<file path="config.mk">
export PLATFORM = sky130hd
export DESIGN_NAME = switch_port_rx
export DESIGN_NICKNAME = d
export VERILOG_FILES = /design/src/rtl/switch_port_rx.sv
export SDC_FILE = /design/constraint.sdc
export NUM_CORES = 1
export LEC_CHECK = 0
export CORE_UTILIZATION = 43
export CTS_CLUSTER_DIAMETER = 50
export DETAILED_ROUTE_END_ITERATION = 12
export GPL_ROUTABILITY_DRIVEN = 0
export PLACE_DENSITY_LB_ADDON = 0.25
export REMOVE_ABC_BUFFERS = 1
export SKIP_LAST_GASP = 1
export SLEW_MARGIN = 20
export SYNTH_ARGS = -nofsm -noshare
export SYNTH_HDL_FRONTEND = slang
export SYNTH_SLANG_ARGS = --single-unit
</file>
<file path="constraint.sdc">
create_clock -name clk -period 14.37 [get_ports clk]
set_input_delay 2.874 -clock clk [delete_from_list [all_inputs] [get_ports clk]]
set_output_delay 2.874 -clock clk [all_outputs]
set_load 0.02 [all_outputs]
</file>
<file path="src/rtl/switch_port_rx.sv">
// Switch input port: frames an in_status-qualified word stream into packets, keeps
// committed packets in a word FIFO plus descriptor queue, and replays them to the fabric.
module switch_port_rx #(
  parameter  int DATA_W     = 8,
  parameter  int FIFO_DEPTH = 64,
  parameter  int NUM_PORTS  = 4,
  parameter  int MAX_PKT    = 16,
  parameter  int PKT_DEPTH  = 8,
  localparam int DEST_W     = (NUM_PORTS > 1) ? $clog2(NUM_PORTS) : 1,
  localparam int CNT_W      = $clog2(PKT_DEPTH + 1)
) (
  input  logic              clk,
  input  logic              rst_n,
  input  logic [DATA_W-1:0] in_data,
  input  logic              in_status,
  output logic              in_busy,
  output logic [DATA_W-1:0] out_data,
  output logic              out_valid,
  output logic              out_last,
  input  logic              out_ready,
  output logic [DEST_W-1:0] out_dest,
  output logic [CNT_W-1:0]  pkt_cnt,
  output logic [15:0]       drop_cnt
);

  localparam int AW       = $clog2(FIFO_DEPTH);
  localparam int PW       = AW + 1;
  localparam int LEN_W    = $clog2(MAX_PKT + 1);
  localparam int QW       = (PKT_DEPTH > 1) ? $clog2(PKT_DEPTH) : 1;
  localparam int DW1      = DEST_W + 1;
  localparam int Q_LAST_I = PKT_DEPTH - 1;

  localparam logic [PW-1:0]    DEPTH_P = PW'(FIFO_DEPTH);
  localparam logic [PW-1:0]    MAXP_P  = PW'(MAX_PKT);
  localparam logic [LEN_W-1:0] MAXL_P  = LEN_W'(MAX_PKT);
  localparam logic [CNT_W-1:0] PKTD_P  = CNT_W'(PKT_DEPTH);
  localparam logic [DW1-1:0]   PORTS_P = DW1'(NUM_PORTS);
  localparam logic [QW-1:0]    Q_LAST  = QW'(Q_LAST_I);

  typedef enum logic [1:0] {S_IDLE, S_RECV, S_DROP} wr_state_e;

  wr_state_e         wr_state_q, wr_state_d;
  logic [PW-1:0]     wr_ptr_q, wr_ptr_d;
  logic [PW-1:0]     start_ptr_q, start_ptr_d;
  logic [PW-1:0]     rd_ptr_q, rd_ptr_d;
  logic [LEN_W-1:0]  len_q, len_d;
  logic [DEST_W-1:0] dest_q, dest_d;
  logic [LEN_W-1:0]  rem_q, rem_d;
  logic [DEST_W-1:0] cur_dest_q, cur_dest_d;
  logic [QW-1:0]     desc_wr_q, desc_wr_d;
  logic [QW-1:0]     desc_rd_q, desc_rd_d;
  logic [CNT_W-1:0]  desc_cnt_q, desc_cnt_d;
  logic [CNT_W-1:0]  pkt_cnt_q, pkt_cnt_d;
  logic [15:0]       drop_cnt_q, drop_cnt_d;
  logic              out_valid_q, out_valid_d;
  logic              out_last_q, out_last_d;
  logic [DATA_W-1:0] out_data_q, out_data_d;
  logic [DEST_W-1:0] out_dest_q, out_dest_d;

  logic [DATA_W-1:0] mem [FIFO_DEPTH];
  logic [DEST_W-1:0] desc_dest_q [PKT_DEPTH];
  logic [LEN_W-1:0]  desc_len_q  [PKT_DEPTH];

  logic              mem_we;
  logic [AW-1:0]     mem_waddr;
  logic [DATA_W-1:0] mem_wdata;
  logic [DATA_W-1:0] rd_word;
  logic              commit, drop_done, pop, xfer_last;
  logic [PW-1:0]     used, free_words;
  logic              fifo_full, pkt_full, hdr_bad;
  logic [DEST_W-1:0] hdr_dest;

  function automatic logic [QW-1:0] q_inc(input logic [QW-1:0] p);
    return (p == Q_LAST) ? '0 : p + QW'(1);
  endfunction

  // The word parked in the output register still counts as occupied until transferred.
  assign used       = wr_ptr_q - rd_ptr_q + {{(PW-1){1'b0}}, out_valid_q};
  assign free_words = DEPTH_P - used;
  assign fifo_full  = (used == DEPTH_P);
  assign pkt_full   = (pkt_cnt_q == PKTD_P);
  assign in_busy    = (free_words < MAXP_P) || pkt_full;
  assign hdr_dest   = in_data[DEST_W-1:0];
  assign hdr_bad    = ({1'b0, hdr_dest} >= PORTS_P);
  assign rd_word    = mem[rd_ptr_q[AW-1:0]];
  assign xfer_last  = out_valid_q && out_ready && out_last_q;

  // Write side: framing FSM.
  always_comb begin
    // NOTE: every signal assigned here gets a default first so no path leaves it
    // unassigned, which would otherwise infer a latch.
    wr_state_d  = wr_state_q;
    wr_ptr_d    = wr_ptr_q;
    start_ptr_d = start_ptr_q;
    len_d       = len_q;
    dest_d      = dest_q;
    mem_we      = 1'b0;
    mem_waddr   = wr_ptr_q[AW-1:0];
    mem_wdata   = in_data;
    commit      = 1'b0;
    drop_done   = 1'b0;
    unique case (wr_state_q)
      S_IDLE: begin
        if (in_status) begin
          dest_d = hdr_dest;
          if (hdr_bad || fifo_full || pkt_full) begin
            wr_state_d = S_DROP;
          end else begin
            mem_we      = 1'b1;
            start_ptr_d = wr_ptr_q;
            wr_ptr_d    = wr_ptr_q + PW'(1);
            len_d       = LEN_W'(1);
            wr_state_d  = S_RECV;
          end
        end
      end
      S_RECV: begin
        if (in_status) begin
          if ((len_q < MAXL_P) && !fifo_full) begin
            mem_we   = 1'b1;
            wr_ptr_d = wr_ptr_q + PW'(1);
            len_d    = len_q + LEN_W'(1);
          end else begin
            // Give back the space of the partial packet; the reader never saw it.
            wr_ptr_d   = start_ptr_q;
            wr_state_d = S_DROP;
          end
        end else begin
          commit     = 1'b1;
          wr_state_d = S_IDLE;
        end
      end
      S_DROP: begin
        if (!in_status) begin
          drop_done  = 1'b1;
          wr_state_d = S_IDLE;
        end
      end
      default: wr_state_d = S_IDLE;
    endcase
  end

  // Read side: refill the output register whenever it is empty or being consumed.
  always_comb begin
    out_valid_d = out_valid_q;
    out_last_d  = out_last_q;
    out_data_d  = out_data_q;
    out_dest_d  = out_dest_q;
    rem_d       = rem_q;
    cur_dest_d  = cur_dest_q;
    rd_ptr_d    = rd_ptr_q;
    desc_rd_d   = desc_rd_q;
    pop         = 1'b0;
    if (!out_valid_q || out_ready) begin
      out_valid_d = 1'b0;
      out_last_d  = 1'b0;
      if (rem_q != '0) begin
        out_valid_d = 1'b1;
        out_data_d  = rd_word;
        out_dest_d  = cur_dest_q;
        out_last_d  = (rem_q == LEN_W'(1));
        rem_d       = rem_q - LEN_W'(1);
        rd_ptr_d    = rd_ptr_q + PW'(1);
      end else if (desc_cnt_q != '0) begin
        pop         = 1'b1;
        out_valid_d = 1'b1;
        out_data_d  = rd_word;
        out_dest_d  = desc_dest_q[desc_rd_q];
        out_last_d  = (desc_len_q[desc_rd_q] == LEN_W'(1));
        rem_d       = desc_len_q[desc_rd_q] - LEN_W'(1);
        cur_dest_d  = desc_dest_q[desc_rd_q];
        rd_ptr_d    = rd_ptr_q + PW'(1);
        desc_rd_d   = q_inc(desc_rd_q);
      end
    end
  end

  always_comb begin
    desc_wr_d = commit ? q_inc(desc_wr_q) : desc_wr_q;
    unique case ({commit, pop})
      2'b10:   desc_cnt_d = desc_cnt_q + CNT_W'(1);
      2'b01:   desc_cnt_d = desc_cnt_q - CNT_W'(1);
      default: desc_cnt_d = desc_cnt_q;
    endcase
    unique case ({commit, xfer_last})
      2'b10:   pkt_cnt_d = pkt_cnt_q + CNT_W'(1);
      2'b01:   pkt_cnt_d = pkt_cnt_q - CNT_W'(1);
      default: pkt_cnt_d = pkt_cnt_q;
    endcase
    drop_cnt_d = drop_cnt_q;
    if (drop_done && (drop_cnt_q != 16'hFFFF)) drop_cnt_d = drop_cnt_q + 16'd1;
  end

  // NOTE: state flops use non-blocking assignments so every flop samples the
  // pre-edge value of its neighbours regardless of statement order.
  always_ff @(posedge clk or negedge rst_n) begin
    if (!rst_n) begin
      wr_state_q  <= S_IDLE;
      wr_ptr_q    <= '0;
      start_ptr_q <= '0;
      rd_ptr_q    <= '0;
      len_q       <= '0;
      dest_q      <= '0;
      rem_q       <= '0;
      cur_dest_q  <= '0;
      desc_wr_q   <= '0;
      desc_rd_q   <= '0;
      desc_cnt_q  <= '0;
      pkt_cnt_q   <= '0;
      drop_cnt_q  <= '0;
      out_valid_q <= 1'b0;
      out_last_q  <= 1'b0;
      out_data_q  <= '0;
      out_dest_q  <= '0;
    end else begin
      wr_state_q  <= wr_state_d;
      wr_ptr_q    <= wr_ptr_d;
      start_ptr_q <= start_ptr_d;
      rd_ptr_q    <= rd_ptr_d;
      len_q       <= len_d;
      dest_q      <= dest_d;
      rem_q       <= rem_d;
      cur_dest_q  <= cur_dest_d;
      desc_wr_q   <= desc_wr_d;
      desc_rd_q   <= desc_rd_d;
      desc_cnt_q  <= desc_cnt_d;
      pkt_cnt_q   <= pkt_cnt_d;
      drop_cnt_q  <= drop_cnt_d;
      out_valid_q <= out_valid_d;
      out_last_q  <= out_last_d;
      out_data_q  <= out_data_d;
      out_dest_q  <= out_dest_d;
    end
  end

  always_ff @(posedge clk or negedge rst_n) begin
    if (!rst_n) begin
      for (int i = 0; i < PKT_DEPTH; i++) begin
        desc_dest_q[i] <= '0;
        desc_len_q[i]  <= '0;
      end
    end else if (commit) begin
      desc_dest_q[desc_wr_q] <= dest_q;
      desc_len_q[desc_wr_q]  <= len_q;
    end
  end

  // NOTE: the data array has no reset; pointers guarantee no slot is read before
  // it is written, so clearing it would only cost a reset network.
  always_ff @(posedge clk) begin
    if (mem_we) mem[mem_waddr] <= mem_wdata;
  end

  assign out_data  = out_data_q;
  assign out_valid = out_valid_q;
  assign out_last  = out_last_q;
  assign out_dest  = out_dest_q;
  assign pkt_cnt   = pkt_cnt_q;
  assign drop_cnt  = drop_cnt_q;

endmodule

</file>
# --- After elaboration in Yosys (flattened, before gate mapping) ---
# Memories as Yosys holds them, arrays and structs flattened.
# Index checks and enable logic that the tools add are counted.
classes:
  bitwise: 4
  reduce_logical: 24
  n_eq_ne: 19
  n_mux: 56
  n_addsub: 15
  order_cmp: 5
ops:
  columns: ["operator", "n"]
  rows:
  - ["5-bit two-way mux", 9]
  - ["7-bit two-way mux", 6]
  - ["40-bit bitwise mux", 1]
  - ["2-bit two-way mux", 10]
  - ["16-bit by 1-bit adder with 16-bit output, second input constant", 1]
  - ["16-bit bitwise mux", 1]
  - ["8-bit two-way mux", 2]
  - ["16-bit != test, second input constant", 1]
  - ["4-bit case mux with 2 select lines", 2]
  - ["5-bit binary-select mux with 3-bit select", 1]
  - ["5-bit demux with 3-bit select", 1]
  - ["1-bit two-way mux", 15]
  - ["7-bit by 1-bit adder with 7-bit output, second input constant", 2]
  - ["7-bit case mux with 2 select lines", 1]
  - ["5-bit by 1-bit == test with 1-bit output, second input constant", 2]
  - ["2-bit != test, second input constant", 5]
  - ["5-bit case mux with 2 select lines", 1]
  - ["5-bit by 1-bit subtractor with 5-bit output, second input constant", 2]
  - ["3-bit AND reduction", 3]
  - ["4-bit by 1-bit adder with 4-bit output, second input constant", 2]
  - ["4-bit >= comparator, second input constant", 2]
  - ["3-bit NOT with 4-bit output", 2]
  - ["2-bit nonzero test", 4]
  - ["4-bit by 1-bit subtractor with 4-bit output, second input constant", 2]
  - ["29 further kinds", 45]
word_totals:
  reg_bits: 135
  elab_cells: 157
  mem_count: 1
  ram_bits: 512
  output_inout_bits: 33
  in_bits: 12
memory_table:
  columns: ["memory", "words", "word_bits", "rd", "rd_clocked_by_memory_dff", "wr", "line_no", "text"]
  rows:
  - ["mem", 64, 8, 1, 0, 1, "60", "logic [DATA_W-1:0] mem [FIFO_DEPTH];"]

# --- Logic depth before layout (Yosys ltp) ---
# Gate-level depths: netlist (run 1).
depth:
  depth_word: 10
  mapped_depth: 16
  depth_no_buf: 13

# --- Worst setup path after synthesis (run 1) ---
# Ideal clock, no wire load.
synth_path:
  path_type: "register -> output"
  startpoint: "register rd_ptr_q[2]"
  endpoint: "output in_busy"
  required_ns: 11.496
  arrival_time_ns: 3.585
  stages_incl_launch_ff: 12
  setup_slack_ns: 7.911
  cell_sequence: "dfrtp_1 -> buf_1 -> clkbuf_1 -> clkinv_1 -> ha_1 -> ha_1 -> or2_2 -> a21o_1 -> a2111oi_1 -> nand3_1 -> o21ai_1 -> a21o_1"
synth_between:
  elab_chain_len: 5
synth_lines:
  columns: ["item", "line_no", "text"]
  rows:
  - ["from (decl)", "45", "logic [PW-1:0] rd_ptr_q, rd_ptr_d;"]
  - ["from (signal assigned)", "219", "rd_ptr_q <= rd_ptr_d;"]
  - ["7-bit subtractor", "78", "assign used = wr_ptr_q - rd_ptr_q + {{(PW-1){1'b0}}, out_valid_q};"]
  - ["7-bit by 1-bit adder with 7-bit output", "78", null]
  - ["7-bit subtractor", "79", "assign free_words = DEPTH_P - used;"]
  - ["7-bit by 5-bit less-than comparator with 1-bit output", "82", "assign in_busy = (free_words < MAXP_P) || pkt_full;"]
  - ["1-bit logical OR", "82", null]
  - ["to (decl)", "16", "output logic in_busy,"]
# No other way between the ends.

# --- Worst setup path after layout (run 1) ---
layout_path:
  startpoint: "register rd_ptr_q[0]"
  endpoint: "output in_busy"
# Same word-level chain as after synthesis.

==> results.ini, run 1 <==
[status]
outcome = complete, no violations

[cts]
cts_tree = yes
cts_root_buf = clkbuf_16
cts_resized = 0
post-cts-setup-buffers = 0
cts.reportedPaths.clkPinSlew_ns = 0.06
cts.htree.levels = 3
hold_buffers = 0
clock_sinks = 647
cts_buffers = 72
clock_latency_ns = 0.61
cts_buffer_depth = 3

[synth]
syn_inst = 1485
synthXorXnorAreaFrac_pct = 1.25
synth_enable_flop_cells = 512
ys_top_cells_by_count = edfxtp_1, mux4_2, dfrtp_1
syn_area_um2 = 26700
synth_top_family_by_area = multiplexers
synthAdderAreaFrac_pct = 1.63
yosysSeqAreaShare_pct = 70.2
synthMuxAreaShare_pct = 17.5
ys_types = 60
avgSynthCellArea_um2 = 18.0
yosys_register_bits = 647
yosysTopAreaCell = edfxtp_1
yosys_warnings = 0
synth_area_leaders = edfxtp_1, mux4_2, dfrtp_1
synth-main-ff-cell = edfxtp_1
synthArstFlopShare_pct = 20.9
synth_top_area_share_pct = 57.5
yosys.area_share.simple_pct = 4.47
synth_most_common_cell = edfxtp_1
synth_compound_area_share_pct = 3.31

[power_and_ir_drop]
vdd.ir_drop.worst_v = 0.000127
finalPower_mw = 6.03
leakagePower_nw = 10.5
power-per-cell-area_nw_per_um2 = 198

[sta]
timing.final.ws_setup_ns = 6.71
skew_ns = 0.0246
worst_pin_slew_ns = 1.08
tns_ns = 0
relSlewSlack_pct = 28.1
hold_ws_ns = 0.478
fin_crit_ns = 7.66
finalHoldViolations = 0
fmax_mhz = 130
setup_viol = 0
slew_violations = 0
rsz0062_at_grt = no
finalCritPeriodShare_pct = 53.3

[setup_path]
critPathLaunch = rd_ptr_q[0]
crit_fanout = 43
r2r_start = rd_ptr_q[0]
crit_path_start_kind = flop
crit_path_end_kind = primary output
cp_data_arrival_time_ns = 4.79
crit_required_ns = 11.50
critPathKind = flop to primary output

[place]
placed_area_um2 = 28100
pre_cts_slack_ns = 7.32
dpl.hpwl_mm = 35.2
placed_cells_incl_taps = 2314
portBuffers = 44

[floorplan]
fp.dieW_um = 251
fp.dieArea_um2 = 63200
start_util_pct = 43.4
pin_count = 45
core-area_um2 = 61600
die_h_um = 251
rows = 91

[final_layout]
area_growth_pct = 13.7
stdcell_area_um2 = 30400
n_antenna_cell = 0
drive_above_1_share_pct = 23.3
fillers = 5045
postLayoutCoreUtil_pct = 49.3
fin_cells = 2443
fin_nets = 1596

[global_route]
grt_pass1_wl_mm = 87.5
grt_max_degree = 87
grt_overflow = 0
grt_pass1_vias = 13968
antenna_found_initial = 0
track_usage_pct = 18.6

[route]
drc = 0
routed_via_density = 5.55
drtAntennaViolNets = 0
drt-total-wl_mm = 56.9
firstDrtPassIters = 8
drt-initial-drc-count = 946
wire_per_inst_um = 23.3
vias = 13563

[min_path]
worstHoldPathType = flop to flop
min-delay-start = desc_len_q[39]

[job]
maxCapViolCount = 0

==> registers in the layout, summed over array words and instances, names as in the netlist, 5 cells and up <==
signal,flops
drop_cnt,16
desc_dest_q,16
desc_len_q,40
rem_q,5
out_data,8
wr_ptr_q,7
rd_ptr_q,7
start_ptr_q,7
mem,512
len_q,5
==> path summary, 6_finish.rpt <==
kind	to	slack, ns	cells after the start
max reg2reg	mem[49][5]	9.19	12
min reg2reg	desc_len_q[39]	0.48	2
min in group asynchronous	desc_dest_q[9]	2.33	1
max	in_busy	6.71	10
min	desc_len_q[39]	0.48	2
max in group asynchronous	rd_ptr_q[1]	10.79	2
==> critical path, cell delays in order (launching register included) <==
cell and delay (ns):
dfrtp_4 0.98, ha_1 0.34, inv_1 0.06, ha_1 0.26, a211o_1 0.31, and4_1 0.21
a2111oi_1 0.57, nand3_1 0.30, o21ai_1 0.31, a21o_1 0.18, clkdlybuf4s50_1 0.62
==> per-layer routing <==
metal	track usage (%)	part of all wire (%)	wire (µm)	vias up
met3	4.19	5.6	3160	96
met1	25.5	44	24900	7068
li1	-	-	-	6034
met2	29.7	48	27400	365
met5	0	0	0	-
met4	5.37	2.4	1370	0
==> cell type report <==
cell class	instances	area, µm²	share of cell area (%)
sequential	647	18800	61.7
multi-input combinational	728	7550	24.8
clock buffer	95	1980	6.51
tap	837	1050	3.45
timing repair buffer	70	597	1.96
clock inverter	34	334	1.10
inverter	32	120	0.395
==> cells in the final DEF, fill, tap and decap left out, types with 5 or more instances in the layout <==
master	synthesis	final
a21o_1	7	7
a21oi_1	39	39
and3_1	6	6
buf_2	19	8
buf_4	0	26
clkbuf_1	44	15
clkbuf_16	0	73
clkbuf_8	0	7
clkdlybuf4s50_1	0	35
clkinv_1	2	8
clkinv_2	0	8
clkinv_4	0	5
dfrtp_1	135	132
edfxtp_1	512	512
ha_1	30	30
inv_1	30	29
inv_6	0	7
mux2_2	62	62
mux2i_1	42	42
mux4_2	158	158
nand2_1	73	73
nand3_1	29	29
nand4_1	7	7
nor2_1	92	92
nor2b_1	7	7
nor3_1	10	10
nor4_1	10	10
o211ai_1	6	6
o21ai_0	28	28
o221ai_1	17	17
or3_1	6	6
xnor2_1	21	21
xor2_1	17	17
==> logic make-up after synthesis <==
logic type | after synthesis
adders and majority gates | 33
AOI/OAI and AO/OA | 134
and+or+nand+nor | 260
xor gates and xnor gates | 38
DFF | 647
muxes | 263
buffers and inverters | 110
==> power by group <==
| group | total, mW | switching, mW | internal [mW] |
|---|---|---|---|
| clock | 1.78 | 0.740 | 1.04 |
| sequential | 2.38 | 0.194 | 2.19 |
| combinational | 1.87 | 1.02 | 0.853 |
Power figures use the tool's default switching activity.
==> run 2, diff against run 1 <==
- clock period: 14.37 -> 7.5 ns (I/O delays scaled with it)
==> run 2 against run 1 <==
Die area stayed put. Sequential share of layout area is essentially flat. Clock power rose by 92%. Critical path type unchanged. Critical endpoint unchanged. Clock-buffer cell count shrank 8. Utilization is essentially flat. Hold slack about the same. Cell count is 0.25% lower.
==> results.ini, run 2 (synthesized netlist as in run 1, its figures left out) <==
[global_route]
track_usage_pct = 18.7  ; was 18.6%
grt_pass1_wl_mm = 88.1  ; was 87.5 mm
grt_overflow = 0  ; unchanged
antenna_found_initial = 0  ; unchanged
grt_pass1_vias = 13958  ; was 13,968
grt_max_degree = 76  ; was 87

[floorplan]
die_h_um = 251  ; unchanged
pin_count = 45  ; unchanged
rows = 91  ; unchanged
fp.dieArea_um2 = 63200  ; unchanged
core-area_um2 = 61600  ; unchanged
start_util_pct = 43.4  ; unchanged
fp.dieW_um = 251  ; unchanged

[status]
outcome = complete, no violations  ; unchanged

[cts]
cts.htree.levels = 3  ; unchanged
post-cts-setup-buffers = 0  ; unchanged
cts.reportedPaths.clkPinSlew_ns = 0.06  ; about the same
clock_sinks = 647  ; unchanged
hold_buffers = 0  ; unchanged
cts_root_buf = clkbuf_16  ; unchanged
cts_tree = yes  ; unchanged
cts_buffers = 70  ; was 72
clock_latency_ns = 0.61  ; about the same
cts_resized = 0  ; unchanged
cts_buffer_depth = 3  ; unchanged

[place]
dpl.hpwl_mm = 35.1  ; was 35.2 mm
portBuffers = 44  ; unchanged

[final_layout]
top_regs = mem: 512 flops, desc_len_q: 40 flops  ; unchanged
largest_register_ffs = 512  ; unchanged
fin_nets = 1594  ; was 1,596
layout_commonest_cell = edfxtp_1  ; unchanged
area_growth_pct = 13.6  ; was 13.7%
n_antenna_cell = 0  ; unchanged
fillers = 5042  ; was 5,045
final_cell_mix = edfxtp_1, mux4_2, dfrtp_1  ; unchanged
drive_above_1_share_pct = 23.6  ; was 23.3%
regMostFlops = mem  ; unchanged
postLayoutCoreUtil_pct = 49.3  ; about the same

[setup_path]
crit_path_start_kind = flop  ; unchanged
max_stage_delay_ns = 0.97  ; was 0.98 ns
critPathKind = flop to primary output  ; unchanged
worst_path_dominant_cell_family = compound AO/OA/AOI/OAI gates  ; unchanged
crit_fanout = 42  ; was 43
cp_data_arrival_time_ns = 4.74  ; was 4.79 ns
worst-path-buf-inv = 3  ; was 2
crit_path_end_kind = primary output  ; unchanged
crit_required_ns = 6.00  ; was 11.50 ns
cp_slowest_cell = dfrtp_4  ; unchanged
path_cells = ha_1 -> inv_1 -> ha_1 -> inv_1 -> fa_1 -> xnor2_1 -> a2111oi_1 -> nand3_1 -> o21ai_1 -> a21o_1 -> clkdlybuf4s50_1  ; was ha_1 -> inv_1 -> ha_1 -> a211o_1 -> and4_1 -> a2111oi_1 -> nand3_1 -> o21ai_1 -> a21o_1 -> clkdlybuf4s50_1

[power_and_ir_drop]
power-per-cell-area_nw_per_um2 = 380  ; was 198 nW/µm²
finalPower_mw = 11.5  ; was 6.03 mW
p_comb_share_pct = 30.8  ; was 31.0%
leakagePower_nw = 10.5  ; about the same
pwr-share-clk_pct = 29.7  ; was 29.5%
power_switching_mw = 3.68  ; was 1.95 mW
power_frac_seq_pct = 39.5  ; about the same
p_int_mw = 7.86  ; was 4.08 mW
p_sw_share_pct = 31.9  ; was 32.3%
vdd.ir_drop.worst_v = 0.000231  ; was 0.000127 V

[sta]
fin_crit_ns = 6.24
fmax_mhz = 160
worst_pin_slew_ns = 1.04  ; was 1.08 ns
slew_violations = 0  ; unchanged
relSlewSlack_pct = 30.8  ; was 28.1%
finalCritPeriodShare_pct = 83.2
rsz0062_at_grt = no  ; unchanged
setup_viol = 0  ; unchanged
finalHoldViolations = 0  ; unchanged
skew_ns = 0.0348  ; was 0.0246 ns

[route]
drtAntennaViolNets = 0  ; unchanged
routed_via_density = 5.51  ; was 5.55
wire_per_inst_um = 23.4  ; was 23.3 µm
vias = 13419  ; was 13,563
drt-initial-drc-count = 983  ; was 946
drt-total-wl_mm = 57.1  ; was 56.9 mm
drc = 0  ; unchanged
firstDrtPassIters = 5  ; was 8

[min_path]
worstHoldPathType = flop to flop  ; unchanged

[job]
maxCapViolCount = 0  ; unchanged

[run 2: per-layer routing]
layer | share of wire, % | vias up | GRT usage [%]
met2 | 48 | 355 | 29.8
met5 | 0 | - | 0
met3 | 5.6 | 82 | 3.60
met4 | 2.5 | 0 | 6.06
met1 | 44 | 6954 | 25.8
li1 | - | 6028 | -
[run 2: final cells by class]
class                   count  area (µm²)  area share (%)
clock inverters            36         375            1.24
clock buffers              87        1920            6.32
well taps                 837        1050            3.45
repair buffers             70         597            1.97
flip-flops and latches    647       18800            61.8
inverters                  32         120           0.396
multi-input cells         728        7550            24.9
[run 2: power by group through the flow]
| stage | logic [mW] | clock network (mW) | registers [mW] |
|---|---|---|---|
| after floorplan | 2.41 | 0 | 4.79 |
| after global placement | 3.54 | 0 | 4.61 |
| after detailed placement | 3.58 | 0 | 4.63 |
| after CTS | 3.60 | 3.49 | 4.56 |
| after global routing | 3.85 | 3.63 | 4.61 |
| final | 3.56 | 3.42 | 4.55 |
[run 2: path summary, 6_finish.rpt]
| kind | from | end | slack [ns] | depth (start not counted) |
|---|---|---|---|---|
| setup / recovery | rd_ptr_q[0] | in_busy | 1.26 | 11 |
| hold / removal | desc_cnt_q[3] | desc_cnt_q[3] | 0.48 | 1 |
| setup reg to reg | rd_ptr_q[0] | mem[55][0] | 2.34 | 12 |
| hold reg to reg | desc_cnt_q[3] | desc_cnt_q[3] | 0.48 | 1 |
| max in group asynchronous | rst_n | drop_cnt[4] | 5.24 | 2 |
| min in group asynchronous | rst_n | desc_rd_q[2] | 0.91 | 1 |
[run 2: worst register-to-register path: stages, from the launching register on]
cell and delay [ns]:
dfrtp_4 0.97, ha_1 0.38, inv_1 0.06, ha_1 0.16, inv_1 0.06, fa_1 0.39, nand2b_1 0.18, a21oi_1 0.17
o22a_1 0.23, xor2_1 0.21, a211oi_1 0.62, nand3_1 0.55, nor2_1 0.80
[run 2: stage by stage]
stage / setup WS [ns] / area (µm²) / instances / hold WS [ns] / TNS, ns
6_report: 1.26 / 30400 / 2437 / 0.478 / 0
5_1_grt: 0.759 / 30400 / 2437 / 0.514 / 0
4_1_cts: 1.18 / 30400 / 2437 / 0.479 / 0
3_5_place_dp: 1.86 / 28100 / 2314 / 0.469 / 0
3_3_place_gp: 1.92 / 28100 / 2314 / 0.458 / 0
2_1_floorplan: -1.56 / 26400 / 1407 / 0.443 / -482.41
==> run 3, diff against run 2 <==
- clock period: 7.5 -> 6.2 ns (I/O delays scaled with it)
==> run 3 against run 2 <==
Final area is 0.12% higher. Register-to-register slack worse by 0.96 ns. Worst setup slack got worse by 0.81 ns. Largest power group unchanged. Critical endpoint unchanged. Via count rose by 2.2%. Non-clock buffer count rose by 3. Largest cell class unchanged. Utilization up 0.059 points. Critical path type unchanged. Sequential cell count unchanged. Clock power rose by 19%.
==> results.ini, run 3 (synthesized netlist as in run 1, its figures left out) <==
[final_layout]
n_antenna_cell = 0  ; unchanged
top_regs = mem: 512 flops, desc_len_q: 40 flops  ; unchanged
fillers = 5038  ; was 5,042
stdcell_area_um2 = 30400  ; about the same
drive_above_1_share_pct = 23.7  ; was 23.6%
area_growth_pct = 13.7  ; was 13.6%
layout_commonest_cell = edfxtp_1  ; unchanged
final_cell_mix = edfxtp_1, mux4_2, dfrtp_1  ; unchanged
regMostFlops = mem  ; unchanged
postLayoutCoreUtil_pct = 49.4  ; was 49.3%
fin_nets = 1598  ; was 1,594
largest_register_ffs = 512  ; unchanged

[cts]
hold_buffers = 0  ; unchanged
cts.htree.levels = 3  ; unchanged
cts_tree = yes  ; unchanged
cts_buffer_depth = 3  ; unchanged
post-cts-setup-buffers = 0  ; unchanged
clock_latency_ns = 0.61  ; about the same
cts_resized = 0  ; unchanged
cts.reportedPaths.clkPinSlew_ns = 0.06  ; about the same
clock_sinks = 647  ; unchanged
cts_buffers = 71  ; was 70
cts_root_buf = clkbuf_16  ; unchanged

[floorplan]
fp.dieArea_um2 = 63200  ; unchanged
rows = 91  ; unchanged
die_h_um = 251  ; unchanged
pin_count = 45  ; unchanged
core-area_um2 = 61600  ; unchanged
fp.dieW_um = 251  ; unchanged
start_util_pct = 43.4  ; unchanged

[sta]
timing.final.ws_setup_ns = 0.446  ; was 1.26 ns
setup_viol = 0  ; unchanged
tns_ns = 0  ; unchanged
finalHoldViolations = 0  ; unchanged
fmax_mhz = 174
relSlewSlack_pct = 26.5  ; was 30.8%
fin_crit_ns = 5.75
skew_ns = 0.0283  ; was 0.0348 ns
hold_ws_ns = 0.476  ; was 0.478 ns
rsz0062_at_grt = no  ; unchanged
finalCritPeriodShare_pct = 92.8
worst_pin_slew_ns = 1.10  ; was 1.04 ns
slew_violations = 0  ; unchanged

[power_and_ir_drop]
vdd.ir_drop.worst_v = 0.000286  ; was 0.000231 V
leakagePower_nw = 10.5  ; about the same
power-per-cell-area_nw_per_um2 = 459  ; was 380 nW/µm²

[job]
maxCapViolCount = 0  ; unchanged

[route]
wire_per_inst_um = 23.6  ; was 23.4 µm
wl_met3_mm = 3.30  ; was 3.17 mm
routed_via_density = 5.60  ; was 5.51
routed.top_layer = met5  ; was met4
wl_met1_mm = 25.2  ; was 25.0 mm
firstDrtPassIters = 5  ; unchanged
drc = 0  ; unchanged
drt-initial-drc-count = 1190  ; was 983
met2_length_mm = 27.9  ; was 27.5 mm
drt-total-wl_mm = 57.7  ; was 57.1 mm
vias = 13708  ; was 13,419
drtAntennaViolNets = 0  ; unchanged

[global_route]
grt_pass1_vias = 14006  ; was 13,958
track_usage_pct = 18.7  ; about the same
grt_pass1_wl_mm = 88.2  ; was 88.1 mm
grt_max_degree = 76  ; unchanged
grt_overflow = 0  ; unchanged
antenna_found_initial = 1  ; was 0

[setup_path]
crit_path_end_kind = primary output  ; unchanged
r2r_start = rd_ptr_q[2]  ; was rd_ptr_q[0]
critPathLaunch = rd_ptr_q[2]  ; was rd_ptr_q[0]
crit_path_start_kind = flop  ; unchanged
ff2ff_path_depth = 10  ; was 12
critPathKind = flop to primary output  ; unchanged
cp_data_arrival_time_ns = 4.51  ; was 4.74 ns
r2r_end = mem[38][3]  ; was mem[55][0]
r2r_slack_ns = 1.38  ; was 2.34 ns
crit_required_ns = 4.96  ; was 6.00 ns
crit_fanout = 9  ; was 42

[place]
portBuffers = 44  ; unchanged
dpl.hpwl_mm = 35.4  ; was 35.1 mm
pre_cts_slack_ns = 1.08  ; was 1.86 ns
placed_area_um2 = 28100  ; about the same

[status]
outcome = complete, no violations  ; unchanged

[min_path]
min_path_cells = 1  ; unchanged
min-delay-start = desc_cnt_q[3]  ; unchanged
worstHoldPathType = flop to flop  ; unchanged
hold_end = desc_cnt_q[3]  ; unchanged

-- run 3: routing by layer --
| metal | vias up | GRT usage [%] |
|---|---|---|
| met1 | 7121 | 26.0 |
| li1 | 6065 | - |
| met3 | 94 | 3.64 |
| met5 | - | 0 |
| met2 | 426 | 30.2 |
| met4 | 2 | 5.23 |
-- run 3: area by class of cell --
class | instances | area, µm² | area share, %
tap | 837 | 1050 | 3.44
clock inverter | 34 | 310 | 1.02
clock buffer | 95 | 1980 | 6.50
timing repair buffer | 73 | 639 | 2.10
inverter | 32 | 120 | 0.395
sequential | 647 | 18800 | 61.7
multi-input combinational | 728 | 7550 | 24.8
-- run 3: stage by stage --
| stage | power (mW) | instances |
|---|---|---|
| detailed placement | 9.97 | 2316 |
| global placement | 9.88 | 2316 |
| finish | 14.0 | 2446 |
| CTS | 14.1 | 2445 |
| global route | 14.6 | 2446 |
| floorplan | 8.70 | 1407 |
-- run 3: how the worst max path moves through the flow --
| stage | slack [ns] | cells after the start | endpoint |
|---|---|---|---|
| after global placement | 1.22 | 10 | in_busy |
| after CTS | 0.42 | 10 | in_busy |
| after global routing | 0.14 | 10 | in_busy |
| after floorplan | -2.60 | 10 | in_busy |
| after detailed placement | 1.08 | 10 | in_busy |
| final | 0.45 | 10 | in_busy |
-- run 3: power by group --
group          total (mW)  switching [mW]  internal (mW)
Sequential           5.43           0.352           5.08
Clock                4.08            1.72           2.36
Combinational        4.45            2.45           2.00
Total                14.0            4.52           9.43
-- run 3: critical path, stage by stage (launching register included) --
cell and delay (ns):
dfrtp_2 0.35, clkinv_1 0.28, ha_1 0.39, ha_1 0.35, or2_2 0.31, a21o_1 0.18
a2111oi_1 0.61, nand3_1 0.33, o21ai_1 0.33, a21o_1 0.17, clkdlybuf4s50_1 0.62
==> RTL change (config.mk and constraints of run 2) <==
Change the parameter `FIFO_DEPTH` from 64 to 32.
--- a/src/rtl/switch_port_rx.sv
+++ b/src/rtl/switch_port_rx.sv
@@ -2,7 +2,7 @@
 // committed packets in a word FIFO plus descriptor queue, and replays them to the fabric.
 module switch_port_rx #(
   parameter  int DATA_W     = 8,
-  parameter  int FIFO_DEPTH = 64,
+  parameter  int FIFO_DEPTH = 32,
   parameter  int NUM_PORTS  = 4,
   parameter  int MAX_PKT    = 16,
   parameter  int PKT_DEPTH  = 8,
Function: no difference found for any inputs over 4 cycles, from zero or initial values and one cycle with rst_n low; that may be too few to reach the edited logic, so the function may still have changed.
==> RTL change against run 2 <==
Clock skew down 0.0091 ns; total power down 35%; worst setup slack improved by 0.26 ns; sequential cell count shrank 259; synthesized area shrank 38%; wire length is 40% lower; cell area fell by 38%; core utilization rose by 0.79 points; synthesized cell count is 33% lower; largest power group unchanged; global-route usage down 0.23 points; critical path depth grew 1.
==> RTL change: results <==
[grt]
grt_pass1_vias = 8911
grt_pass1_wl_mm = 53.2
grt_use_met1 = 0.262

[place]
dp_cells = 1513
dp_hpwl_mm = 21.7

[hold_path]
holdCritStartpoint = desc_len_q[14]
min_delay_path_depth = 2

[logic_synthesis]
ys_types = 57
avgSynthCellArea_um2 = 16.8
synth_area_leaders = edfxtp_1, dfrtp_1, mux4_2
async_flop_share = 0.340

[sta]
skew_ns = 0.0257

[final_layout]
nets = 1095
reg_top3 = mem x256, desc_len_q x40
layoutNonFillerInstCount = 1595

[power]
p_leak_nw = 6.89
vdd.ir_drop.worst_uv = 261

[worst_setup_path]
cp_max_fo = 32
timing.rr.end = mem[28][4]
cp_data_arrival_time_ns = 4.48
r2r_slack_ns = 2.30

[detailed_routing]
wl_per_cell_um = 21.5
met1_length_mm = 15.5
wl_met2_mm = 15.7

[run_status]
outcome = finished, final reports clean
RTL change: changes by cell type after synthesis, sizes merged, moves of 9 or more:
cell / before / now
nand2: 73 / 63
a21oi: 39 / 13
mux2i: 42 / 13
edfxtp: 512 / 256
buf: 34 / 18
nor2: 92 / 67
o221ai: 17 / 0
nor4: 10 / 1
mux4: 158 / 94
clkbuf: 44 / 25
RTL change: worst max-delay path, delay by kind of cell, from the launching register on:
| kind | cells | cell delay [ns] |
|---|---|---|
| compound gates | 3 | 0.90 |
| fa+ha+maj | 3 | 0.94 |
| buf+inv | 3 | 0.75 |
| flops | 1 | 0.82 |
| mux | 1 | 0.18 |
| simple gates | 2 | 0.30 |
RTL change: power breakdown:
| group | internal, W | total, W | switching, W |
|---|---|---|---|
| Clock | 0.00120 | 0.00208 | 0.000881 |
| Combinational | 0.00121 | 0.00247 | 0.00126 |
| Sequential | 0.00261 | 0.00294 | 0.000330 |
RTL change: layout make-up:
cell class | instances | area, µm²
Timing Repair Buffer | 55 | 509
Multi-Input combinational cell | 530 | 5290
Fill cell | 3179 | 18900
Tap cell | 511 | 639
Sequential cell | 388 | 11000
Inverter | 29 | 109
Clock inverter | 23 | 224
Clock buffer | 59 | 1190
RTL change: logic make-up (layout without fill, tap and decap cells):
logic type,count (synthesis),after routing,synth area share
fa+ha+maj,35,35,0.0278
mux,174,174,0.183
simple gates,210,210,0.0585
buf+inv,72,166,0.0190
compound gates,76,76,0.0309
flops,388,388,0.663
xor+xnor,35,35,0.0185
RTL change: worst max path at each step:
stage,depth (start not counted),slack (ns),endpoint
3_5_place_dp,12,2.14,in_busy
5_1_grt,12,1.19,in_busy
3_3_place_gp,12,2.21,in_busy
4_1_cts,12,1.50,in_busy
6_report,12,1.52,in_busy
2_1_floorplan,11,0.91,in_busy
